===== config.mk =====
export PLATFORM = sky130hd
export DESIGN_NAME = eth_frame_parser_flat
export DESIGN_NICKNAME = d
export VERILOG_FILES = /design/src/rtl/eth_frame_parser_if.sv /design/src/rtl/eth_frame_parser.sv /design/src/flat_wrapper.sv
export SDC_FILE = /design/constraint.sdc
export NUM_CORES = 1
export LEC_CHECK = 0
export CORE_UTILIZATION = 55
export CTS_BUF_LIST = sky130_fd_sc_hd__clkbuf_2 sky130_fd_sc_hd__clkbuf_4 sky130_fd_sc_hd__clkbuf_8
export DETAILED_ROUTE_END_ITERATION = 8
export PLACE_DENSITY_LB_ADDON = 0.2
export SLEW_MARGIN = 20
export SYNTH_ARGS = -nofsm -noshare
export SYNTH_HDL_FRONTEND = slang
export SYNTH_SLANG_ARGS = --single-unit

===== constraint.sdc =====
create_clock -name clk -period 4.1 [get_ports clk]
set_input_delay 1.025 -clock clk [delete_from_list [all_inputs] [get_ports clk]]
set_output_delay 1.025 -clock clk [all_outputs]
set_load 0.02 [all_outputs]

===== src/rtl/eth_frame_parser_if.sv =====
`default_nettype none
// ============================================================================
// Module   : eth_frame_parser_if
// Function : 32-bit MSB-first receive stream (data/valid/last/keep/ready).
// Revision : 1.0  initial release
// ============================================================================
interface eth_frame_parser_if;
  logic [31:0] i_rx_data;
  logic        i_rx_tvalid;
  logic        i_rx_tlast;
  logic [3:0]  i_rx_tkeep;
  logic        o_rx_tready;

  modport master (
    output i_rx_data,
    output i_rx_tvalid,
    output i_rx_tlast,
    output i_rx_tkeep,
    input  o_rx_tready
  );

  modport slave (
    input  i_rx_data,
    input  i_rx_tvalid,
    input  i_rx_tlast,
    input  i_rx_tkeep,
    output o_rx_tready
  );
endinterface
`default_nettype wire


===== src/rtl/eth_frame_parser.sv =====
`default_nettype none
// ============================================================================
// Module   : eth_frame_parser
// Function : Ethernet frame parser: header capture, byte count, runt/giant flags.
// Option   : define ETH_PAYLOAD_CHECK_EN to check payload byte k against k mod 256.
// Revision : 1.0  initial release
// ============================================================================
module eth_frame_parser #(
  parameter int MIN_FRAME_BYTES = 60,
  parameter int MAX_FRAME_BYTES = 1514
) (
  input  wire logic          clk,
  input  wire logic          rst_n,
  eth_frame_parser_if.slave  rx_if,
  output logic [47:0]        o_dest_mac,
  output logic [47:0]        o_src_mac,
  output logic [15:0]        o_ether_type,
  output logic               o_hdr_valid,
  output logic [15:0]        o_frame_len,
  output logic               o_frame_done,
  output logic               o_runt,
  output logic               o_giant,
  output logic               o_payload_err
);

  typedef enum logic [1:0] {
    S_HDR     = 2'd0,
    S_PAYLOAD = 2'd1,
    S_DONE    = 2'd2
  } state_t;

  localparam logic [15:0] c_min_len = 16'(MIN_FRAME_BYTES);
  localparam logic [15:0] c_max_len = 16'(MAX_FRAME_BYTES);

  state_t      state_q, state_d;
  logic [1:0]  idx_q, idx_d;
  logic [15:0] cnt_q, cnt_d;
  logic [47:0] dest_sh_q, dest_sh_d;
  logic [47:0] src_sh_q, src_sh_d;
  logic [47:0] dest_q, dest_d;
  logic [47:0] src_q, src_d;
  logic [15:0] type_q, type_d;
  logic [15:0] len_q, len_d;
  logic        hdr_valid_q, hdr_valid_d;
  logic        done_q, done_d;
  logic        runt_q, runt_d;
  logic        giant_q, giant_d;

  logic        w_xfer;
  logic [2:0]  w_beat_bytes;
  logic [16:0] w_sum;
  logic [15:0] w_cnt_next;
  logic        w_hdr_ok;

  assign rx_if.o_rx_tready = (state_q != S_DONE);
  assign w_xfer            = rx_if.i_rx_tvalid && rx_if.o_rx_tready;

  // Last beat contributes the leading-ones count of tkeep; odd masks count as full.
  always_comb begin
    w_beat_bytes = 3'd4;
    if (rx_if.i_rx_tlast) begin
      case (rx_if.i_rx_tkeep)
        4'b1110: w_beat_bytes = 3'd3;
        4'b1100: w_beat_bytes = 3'd2;
        4'b1000: w_beat_bytes = 3'd1;
        default: w_beat_bytes = 3'd4;
      endcase
    end
  end

  assign w_sum      = {1'b0, cnt_q} + {14'd0, w_beat_bytes};
  assign w_cnt_next = w_sum[16] ? 16'hFFFF : w_sum[15:0];
  assign w_hdr_ok   = !rx_if.i_rx_tlast || (rx_if.i_rx_tkeep >= 4'b1100);

  always_comb begin
    state_d     = state_q;
    idx_d       = idx_q;
    cnt_d       = cnt_q;
    dest_sh_d   = dest_sh_q;
    src_sh_d    = src_sh_q;
    dest_d      = dest_q;
    src_d       = src_q;
    type_d      = type_q;
    len_d       = len_q;
    runt_d      = runt_q;
    giant_d     = giant_q;
    hdr_valid_d = 1'b0;
    done_d      = 1'b0;

    case (state_q)
      S_HDR: begin
        if (w_xfer) begin
          cnt_d = w_cnt_next;
          idx_d = idx_q + 2'd1;
          case (idx_q)
            2'd0: dest_sh_d[47:16] = rx_if.i_rx_data;
            2'd1: begin
              dest_sh_d[15:0]  = rx_if.i_rx_data[31:16];
              src_sh_d[47:32]  = rx_if.i_rx_data[15:0];
            end
            2'd2: src_sh_d[31:0] = rx_if.i_rx_data;
            default: begin
              // Visible fields change only when a complete header is committed.
              if (w_hdr_ok) begin
                dest_d      = dest_sh_q;
                src_d       = src_sh_q;
                type_d      = rx_if.i_rx_data[31:16];
                hdr_valid_d = 1'b1;
              end
              state_d = S_PAYLOAD;
            end
          endcase
        end
      end
      S_PAYLOAD: begin
        if (w_xfer) begin
          cnt_d = w_cnt_next;
        end
      end
      default: begin
        state_d = S_HDR;
        idx_d   = 2'd0;
      end
    endcase

    if (w_xfer && rx_if.i_rx_tlast) begin
      state_d = S_DONE;
      idx_d   = 2'd0;
      cnt_d   = 16'd0;
      done_d  = 1'b1;
      len_d   = w_cnt_next;
      runt_d  = (w_cnt_next < c_min_len);
      giant_d = (w_cnt_next > c_max_len);
    end
  end

  always_ff @(posedge clk) begin
    if (!rst_n) begin
      state_q     <= S_HDR;
      idx_q       <= 2'd0;
      cnt_q       <= 16'd0;
      dest_sh_q   <= 48'd0;
      src_sh_q    <= 48'd0;
      dest_q      <= 48'd0;
      src_q       <= 48'd0;
      type_q      <= 16'd0;
      len_q       <= 16'd0;
      runt_q      <= 1'b0;
      giant_q     <= 1'b0;
      hdr_valid_q <= 1'b0;
      done_q      <= 1'b0;
    end else begin
      state_q     <= state_d;
      idx_q       <= idx_d;
      cnt_q       <= cnt_d;
      dest_sh_q   <= dest_sh_d;
      src_sh_q    <= src_sh_d;
      dest_q      <= dest_d;
      src_q       <= src_d;
      type_q      <= type_d;
      len_q       <= len_d;
      runt_q      <= runt_d;
      giant_q     <= giant_d;
      hdr_valid_q <= hdr_valid_d;
      done_q      <= done_d;
    end
  end

  assign o_dest_mac   = dest_q;
  assign o_src_mac    = src_q;
  assign o_ether_type = type_q;
  assign o_hdr_valid  = hdr_valid_q;
  assign o_frame_len  = len_q;
  assign o_frame_done = done_q;
  assign o_runt       = runt_q;
  assign o_giant      = giant_q;

`ifdef ETH_PAYLOAD_CHECK_EN
  logic [7:0] pl_idx_q, pl_idx_d;
  logic       err_acc_q, err_acc_d;
  logic       perr_q, perr_d;
  logic [3:0] w_mask;
  logic       w_beat_err;

  assign w_mask = rx_if.i_rx_tlast ? rx_if.i_rx_tkeep : 4'hF;

  // Payload starts in the low half of header word 3, so that beat checks two bytes.
  always_comb begin
    w_beat_err = 1'b0;
    if (state_q == S_HDR && idx_q == 2'd3) begin
      w_beat_err = (w_mask[1] && (rx_if.i_rx_data[15:8] != pl_idx_q)) ||
                   (w_mask[0] && (rx_if.i_rx_data[7:0]  != pl_idx_q + 8'd1));
    end else if (state_q == S_PAYLOAD) begin
      w_beat_err = (w_mask[3] && (rx_if.i_rx_data[31:24] != pl_idx_q)) ||
                   (w_mask[2] && (rx_if.i_rx_data[23:16] != pl_idx_q + 8'd1)) ||
                   (w_mask[1] && (rx_if.i_rx_data[15:8]  != pl_idx_q + 8'd2)) ||
                   (w_mask[0] && (rx_if.i_rx_data[7:0]   != pl_idx_q + 8'd3));
    end
  end

  always_comb begin
    pl_idx_d  = pl_idx_q;
    err_acc_d = err_acc_q;
    perr_d    = perr_q;
    if (w_xfer) begin
      if (state_q == S_HDR && idx_q == 2'd3) begin
        pl_idx_d = pl_idx_q + 8'd2;
      end else if (state_q == S_PAYLOAD) begin
        pl_idx_d = pl_idx_q + 8'd4;
      end
      err_acc_d = err_acc_q | w_beat_err;
      if (rx_if.i_rx_tlast) begin
        perr_d    = err_acc_q | w_beat_err;
        err_acc_d = 1'b0;
        pl_idx_d  = 8'd0;
      end
    end
  end

  always_ff @(posedge clk) begin
    if (!rst_n) begin
      pl_idx_q  <= 8'd0;
      err_acc_q <= 1'b0;
      perr_q    <= 1'b0;
    end else begin
      pl_idx_q  <= pl_idx_d;
      err_acc_q <= err_acc_d;
      perr_q    <= perr_d;
    end
  end

  assign o_payload_err = perr_q;
`else
  assign o_payload_err = 1'b0;
`endif

endmodule
`default_nettype wire


===== src/flat_wrapper.sv =====
// flat-port wrapper written by rule: the top's interface ports become plain ports
module eth_frame_parser_flat 
#(
  parameter int MIN_FRAME_BYTES = 60,
  parameter int MAX_FRAME_BYTES = 1514
)
  (clk, rst_n, o_dest_mac, o_src_mac, o_ether_type, o_hdr_valid, o_frame_len, o_frame_done, o_runt, o_giant, o_payload_err, rx_if_i_rx_data, rx_if_i_rx_tvalid, rx_if_i_rx_tlast, rx_if_i_rx_tkeep, rx_if_o_rx_tready);
  eth_frame_parser_if rx_if_i ();
  input  wire logic clk;
  input  wire logic rst_n;
  output logic [47:0] o_dest_mac;
  output logic [47:0] o_src_mac;
  output logic [15:0] o_ether_type;
  output logic o_hdr_valid;
  output logic [15:0] o_frame_len;
  output logic o_frame_done;
  output logic o_runt;
  output logic o_giant;
  output logic o_payload_err;
  input wire logic [$bits(rx_if_i.i_rx_data)-1:0] rx_if_i_rx_data;
  input wire logic [$bits(rx_if_i.i_rx_tvalid)-1:0] rx_if_i_rx_tvalid;
  input wire logic [$bits(rx_if_i.i_rx_tlast)-1:0] rx_if_i_rx_tlast;
  input wire logic [$bits(rx_if_i.i_rx_tkeep)-1:0] rx_if_i_rx_tkeep;
  output wire logic [$bits(rx_if_i.o_rx_tready)-1:0] rx_if_o_rx_tready;
  assign rx_if_i.i_rx_data = rx_if_i_rx_data;
  assign rx_if_i.i_rx_tvalid = rx_if_i_rx_tvalid;
  assign rx_if_i.i_rx_tlast = rx_if_i_rx_tlast;
  assign rx_if_i.i_rx_tkeep = rx_if_i_rx_tkeep;
  assign rx_if_o_rx_tready = rx_if_i.o_rx_tready;
  eth_frame_parser #(.MIN_FRAME_BYTES(MIN_FRAME_BYTES), .MAX_FRAME_BYTES(MAX_FRAME_BYTES)) u_core (.clk(clk), .rst_n(rst_n), .rx_if(rx_if_i), .o_dest_mac(o_dest_mac), .o_src_mac(o_src_mac), .o_ether_type(o_ether_type), .o_hdr_valid(o_hdr_valid), .o_frame_len(o_frame_len), .o_frame_done(o_frame_done), .o_runt(o_runt), .o_giant(o_giant), .o_payload_err(o_payload_err));
endmodule

---- Word-level counts from Yosys, hierarchy flattened ----
Index checks and enable logic that the tools add are counted.
word-level totals
  register bits ........................... 248
  output and inout port bits .............. 134
operators by class
  add/subtract/negate cells ............... 2
  $lt $le $gt $ge ......................... 3
  equal/unequal tests ..................... 12
  muxes and demuxes ....................... 11
  bitwise operators ....................... 5
  reductions and logical operators ........ 18
operator list
  operator                                                         number
  adder 16 x 3 -> 17 bit                                           1
  greater-than comparator 16 x 11 -> 1 bit, second input constant  1
  less-than comparator 16 x 6 -> 1 bit, second input constant      1
  2-to-1 mux 16 bit                                                1
  AND reduction 3 bit                                              5
  == test 4 bit, second input constant                             3
  case mux 3 bit (3 select lines)                                  1
  2-to-1 mux 2 bit                                                 4
  case mux 2 bit (2 select lines)                                  2
  OR reduction 6 bit                                               1
  inverter 1 bit                                                   5
  == test 2 x 1 -> 1 bit, second input constant                    2
  >= comparator 4 bit, second input constant                       1
  zero test 2 bit                                                  2
  inequality test 2 x 1 -> 1 bit, second input constant            2
  inequality test 2 bit, second input constant                     2
  AND reduction 2 bit                                              2
  AND reduction 4 bit                                              1
  OR reduction 2 bit                                               2
  2-to-1 mux 3 bit                                                 1
  inequality test 3 x 1 -> 1 bit, second input constant            1
  inequality test 3 x 2 -> 1 bit, second input constant            1
  OR reduction 3 bit                                               1
  adder 2 x 1 -> 2 bit, second input constant                      1
  5 further kinds                                                  7

---- Longest topological paths before layout ----
  depth after elaboration ................. 6
  gate-level depth with buffers ........... 13

---- Worst setup path before layout ----
No wires, ideal clock.
  kind .................................... in2reg
  from .................................... in rx_if_i_rx_tkeep[2]
  to ...................................... reg u_core.giant_q (netlist: u_core.o_giant)
  library setup time ...................... 0.122 ns
  data arrival time ....................... 3.108 ns
  required time ........................... 3.978 ns
  setup slack ............................. 0.870 ns
  cell stages on the path ................. 11
  path buffers ............................ 0
  cell sequence ........................... xor2_1 > nor3_1 > ha_1 > fa_1 > a21oi_2 > nor3_1 > xor2_1 > and3_2 > nand2_1 > o31ai_1 > o22ai_1
between the ends
  cells in the longest elaborated chain, start to end .. 6
RTL lines
  what                                          line                     RTL
  from (decl)                                   flat_wrapper.sv:23       input wire logic [$bits(rx_if_i.i_rx_tkeep)-1:0] rx_if_i_rx_tkeep;
  == test 4 bit                                 eth_frame_parser.sv:62   case (rx_if.i_rx_tkeep)
  case mux 3 bit (3 select lines) (*)           eth_frame_parser.sv:62
  2-to-1 mux 3 bit (*)                          eth_frame_parser.sv:61   if (rx_if.i_rx_tlast) begin
  adder 16 x 3 -> 17 bit (*)                    eth_frame_parser.sv:71   assign w_sum = {1'b0, cnt_q} + {14'd0, w_beat_bytes};
  2-to-1 mux 16 bit (*)                         eth_frame_parser.sv:72   assign w_cnt_next = w_sum[16] ? 16'hFFFF : w_sum[15:0];
  greater-than comparator 16 x 11 -> 1 bit (*)  eth_frame_parser.sv:133  giant_d = (w_cnt_next > c_max_len);
  to (signal assigned)                          eth_frame_parser.sv:163  giant_q <= giant_d;
  to (decl)                                     eth_frame_parser.sv:47   logic giant_q, giant_d;
Every way passes the cells marked *; elsewhere a longest branch is shown, timed or not.
A chain may end at the register's enable or synchronous reset.

---- Final worst setup path ----
Ends and elaborated chain as after synthesis.

==> metrics.md <==
| Metric | Value |
|---|---|
| Status | completed |
| I/O pin count | 174 |
| Inserted Clock Buffers | 41 |
| P_int | 0.003928 W |
| Final setup fails | 0 |
| CP Data Required Time | 4.56 ns |
| Count of state elements after synthesis | 248 |
| RSZ-0062 raised after global routing | no |
| Hold WS | 0.4477 ns |
| Setup Skew | 0.01921 ns |
| Worst r2r src | u_core.cnt_q[0]$_SDFFE_PP0P_ |
| Placed wire-length estimate | 16.06 mm |
| Async set-reset flop share out of synthesis | 0% |
| Count of cell types in the netlist | 57 |
| Final cell count without fillers | 1,617 |
| Syn_nets | 1,255 |
| Syn-to-layout area delta | 27.52% |
| Most area-consuming cells after synthesis | dfxtp_1 (49%), nand2_1 (17%), a21boi_0 (15%), clkbuf_1 (2.5%), nor2_1 (1.6%) |
| Worst min-delay path endpoint | u_core.o_src_mac[7]$_SDFFE_PN0P_ |
| Final WS setup | 0.6256 ns |
| H-tree depth | 2 |
| Synth Instances | 1,207 |
| Total power | 0.005142 W |
| Netlist Area Pre-Place | 0.01003 mm² |
| CP Data Arrival Time | 3.93 ns |
| Share of the synthesized area in the top cell type | 49.48% |
| Switch share | 23.61% |
| Leakage | 4.483 nW |
| Reg2Reg Setup Slack | 1.57 ns |
| Switching power | 0.001214 W |
| Fmax | 287.8 MHz |
| Placed cells | 1,541 |
| Final wirelength | 24.90 mm |
| Worst-Margin Slew | 0.7802 ns |
| Share of power burned in registers | 48.6% |
| Clk sink count | 248 |
| Root Driver | clkbuf_8 |
| Critical path class | in -> reg |
| Syn avg cell area | 8.314 µm² |
| Combinational Power Share | 6.8% |
| Longest Clk Path Bufs | 3 |
| Post-synth EDFFs | 0 |
| Crit path time final | 3.474 ns |
| Post-place setup slack | 0.1680 ns |
| Startpoint types | input port |
| ANT cells | 0 |
| Rel. slew slack | 47.86% |
| Later-pin clock latency in the skew report | 0.54 ns |
| Hold_sp | u_core.src_sh_q[7]$_SDFFE_PN0P_ |
| Die Footprint | 0.01879 mm² |
| Placeable Area | 0.01790 mm² |
| Initial antenna violation count | 0 |
| Largest net degree at the start of global routing | 166 |
| Synth Warn # | 0 |
| IO Port Bufs | 172 |
| Fraction of layout cells with a size suffix above 1 | 9.006% |
| Final Max Tran Viols | 0 |
| Max cap viols | 0 |
| Drt initial violations | 567 |
| Total Neg Setup Slack | 0 ns |
| DR WL/cell | 15.40 µm |
| Clock share of power | 44.6% |
| RD Place Congestion | 0.8662 |
| Worst reg2reg path endpoint | u_core.o_giant$_SDFFE_PN0P_ |
| Vias in the first global route | 7,906 |
| Die width | 137.1 µm |
| Final Cycle Share | 84.74% |
| Initial DRT Pass Iterations | 4 |
| Worst Path Max Fanout | 5 |
| Largest area contributor in the netlist | dfxtp_1 |
| Clock transition at the registers of the reported paths | 0.06 ns |
| Grt ovf | 0 |
| Register area share after synthesis | 49.48% |
| Max rail drop VDD | 0.3110 mV |
| GRT Util Overall | 26.77% |
| Postcts setup bufs | 0 |
| HP Class | reg -> reg |
| Reg2Reg Depth | 10 |
| Die Y | 137.1 µm |
| CTS tree | built |
| Rows | 49 |
| DR vias | 8,504 |
| Post-route ant nets | 0 |
| Post-cts repair resize count | 0 |
| Top FF cell, synth | dfxtp_1 |
| Post-CTS Hold Fix Bufs | 0 |
| Net count, final | 1,403 |
| Vias/cell | 5.259 |
| Residual DRC count | 0 |
| Hold path cells | 2 |
| First-pass GRT wire length | 39.82 mm |
| PD cells | 401.8 mW/mm² |
| CP Capture Type | register |
| Hold Vio Cnt, Final | 0 |
| Initial standard-cell utilization of the core | 56.05% |
[cell usage in the layout (no fill, tap or decap), types with 3 or more instances in the layout]
cell type          n
and2_1            10
mux2i_1            4
o211a_1            7
clkbuf_8          57
nand2b_1           6
inv_1              3
buf_12             5
o21ai_0           14
nand3_4            3
clkdlybuf4s50_1  171
clkbuf_4           8
dfxtp_1          248
nor2_1            42
a21oi_1           14
nand4_1            4
clkinv_2           9
a311oi_1           4
a21o_1             3
a211oi_1           8
or2_2              3
a21boi_0         194
a31oi_1            6
ha_1               7
nand3_1            8
xor2_1             7
and3_1             5
nor3_1             9
xnor2_1            8
buf_4             24
a21boi_1          15
a21oi_2            3
o22ai_1            3
nand2_1          446
[flip-flops by register name, indices dropped and copies added (netlist names)]
register / count
u_core.o_hdr_valid: 1
u_core.o_dest_mac: 48
u_core.idx_q: 2
u_core.src_sh_q: 48
u_core.o_frame_done: 1
u_core.o_ether_type: 16
u_core.o_giant: 1
u_core.state_q: 2
u_core.dest_sh_q: 48
u_core.o_runt: 1
u_core.cnt_q: 16
u_core.o_src_mac: 48
u_core.o_frame_len: 16
[worst max-delay path by stage]
stage | startpoint | to | slack, ns | cells after the start
3_3_place_gp | rx_if_i_rx_tkeep[2] | u_core.o_giant$_SDFFE_PN0P_ | 0.21 | 11
5_1_grt | rx_if_i_rx_tkeep[2] | u_core.o_giant$_SDFFE_PN0P_ | 0.40 | 11
2_1_floorplan | rx_if_i_rx_tkeep[2] | u_core.o_giant$_SDFFE_PN0P_ | 0.87 | 11
6_report | rx_if_i_rx_tkeep[2] | u_core.o_giant$_SDFFE_PN0P_ | 0.63 | 13
4_1_cts | rx_if_i_rx_tkeep[2] | u_core.o_giant$_SDFFE_PN0P_ | 0.71 | 13
3_5_place_dp | rx_if_i_rx_tkeep[2] | u_core.o_giant$_SDFFE_PN0P_ | 0.17 | 13
[per-stage QoR]
stage                     util, %  area, µm²
after floorplan                 -      10030
after global placement      66.42      11890
after detailed placement    66.42      11890
after CTS                   71.48      12800
after global routing        71.48      12800
final                       71.48      12800
[critical path: stages]
cell,delay [ns]
clkdlybuf4s50_1,0.53
xor2_1,0.16
nor3_1,0.07
ha_1,0.27
fa_1,0.47
buf_4,0.18
xor2_1,0.31
or2_2,0.19
a21oi_1,0.06
o21ai_0,0.19
nand4_1,0.11
and3_2,0.22
o22ai_1,0.15
[logic make-up after synthesis]
group                    synth area share [%]
buffers and inverters                   4.414
AND/OR/NAND/NOR                         22.56
multiplexers                           0.3990
AO/OA/AOI/OAI                           20.74
adder cells (fa/ha/maj)                 1.072
XOR/XNOR                                1.309
other                                 0.03737
flip-flops                              49.48
[synth_stat cells (all sizes together), types with 2 or more instances]
cell,number
a21o,3
nor2,43
nand2b,6
o21ai,14
a311oi,5
a211oi,9
and3,7
nor3,9
and2,11
nand4,4
buf,25
nand2,447
ha,7
inv,3
a21boi,209
or2,4
xor2,7
nand3,12
dfxtp,248
a21oi,17
a31oi,6
o22ai,3
mux2i,4
o221ai,2
nor2b,2
xnor2,8
clkbuf,70
o211a,7
or3,2
[cell type report]
| cell class | instances | area [µm²] |
|---|---|---|
| well taps | 229 | 286.5 |
| clock inverters | 11 | 60.06 |
| fillers | 1439 | 5106 |
| clock buffers | 65 | 844.6 |
| inverters | 3 | 11.26 |
| repair buffers | 200 | 1992 |
| flip-flops and latches | 248 | 4965 |
| multi-input cells | 861 | 4637 |
[power groups by stage]
stage	clock network [W]	logic, W	registers [W]
floorplan	0	0.000206	0.00255
finish	0.00229	0.000350	0.00250
CTS	0.00233	0.000349	0.00250
global route	0.00245	0.000383	0.00251
global placement	0	0.000344	0.00255
detailed placement	0	0.000347	0.00255
[routing by layer]
layer / track usage, % / vias up / share of wire, %
li1: - / 4259 / -
met4: 7.631 / 0 / 1.6
met2: 41.86 / 239 / 45
met5: 0 / - / 0
met1: 37.04 / 3972 / 47
met3: 5.778 / 34 / 6.5
(Power assumes the default switching activity.)
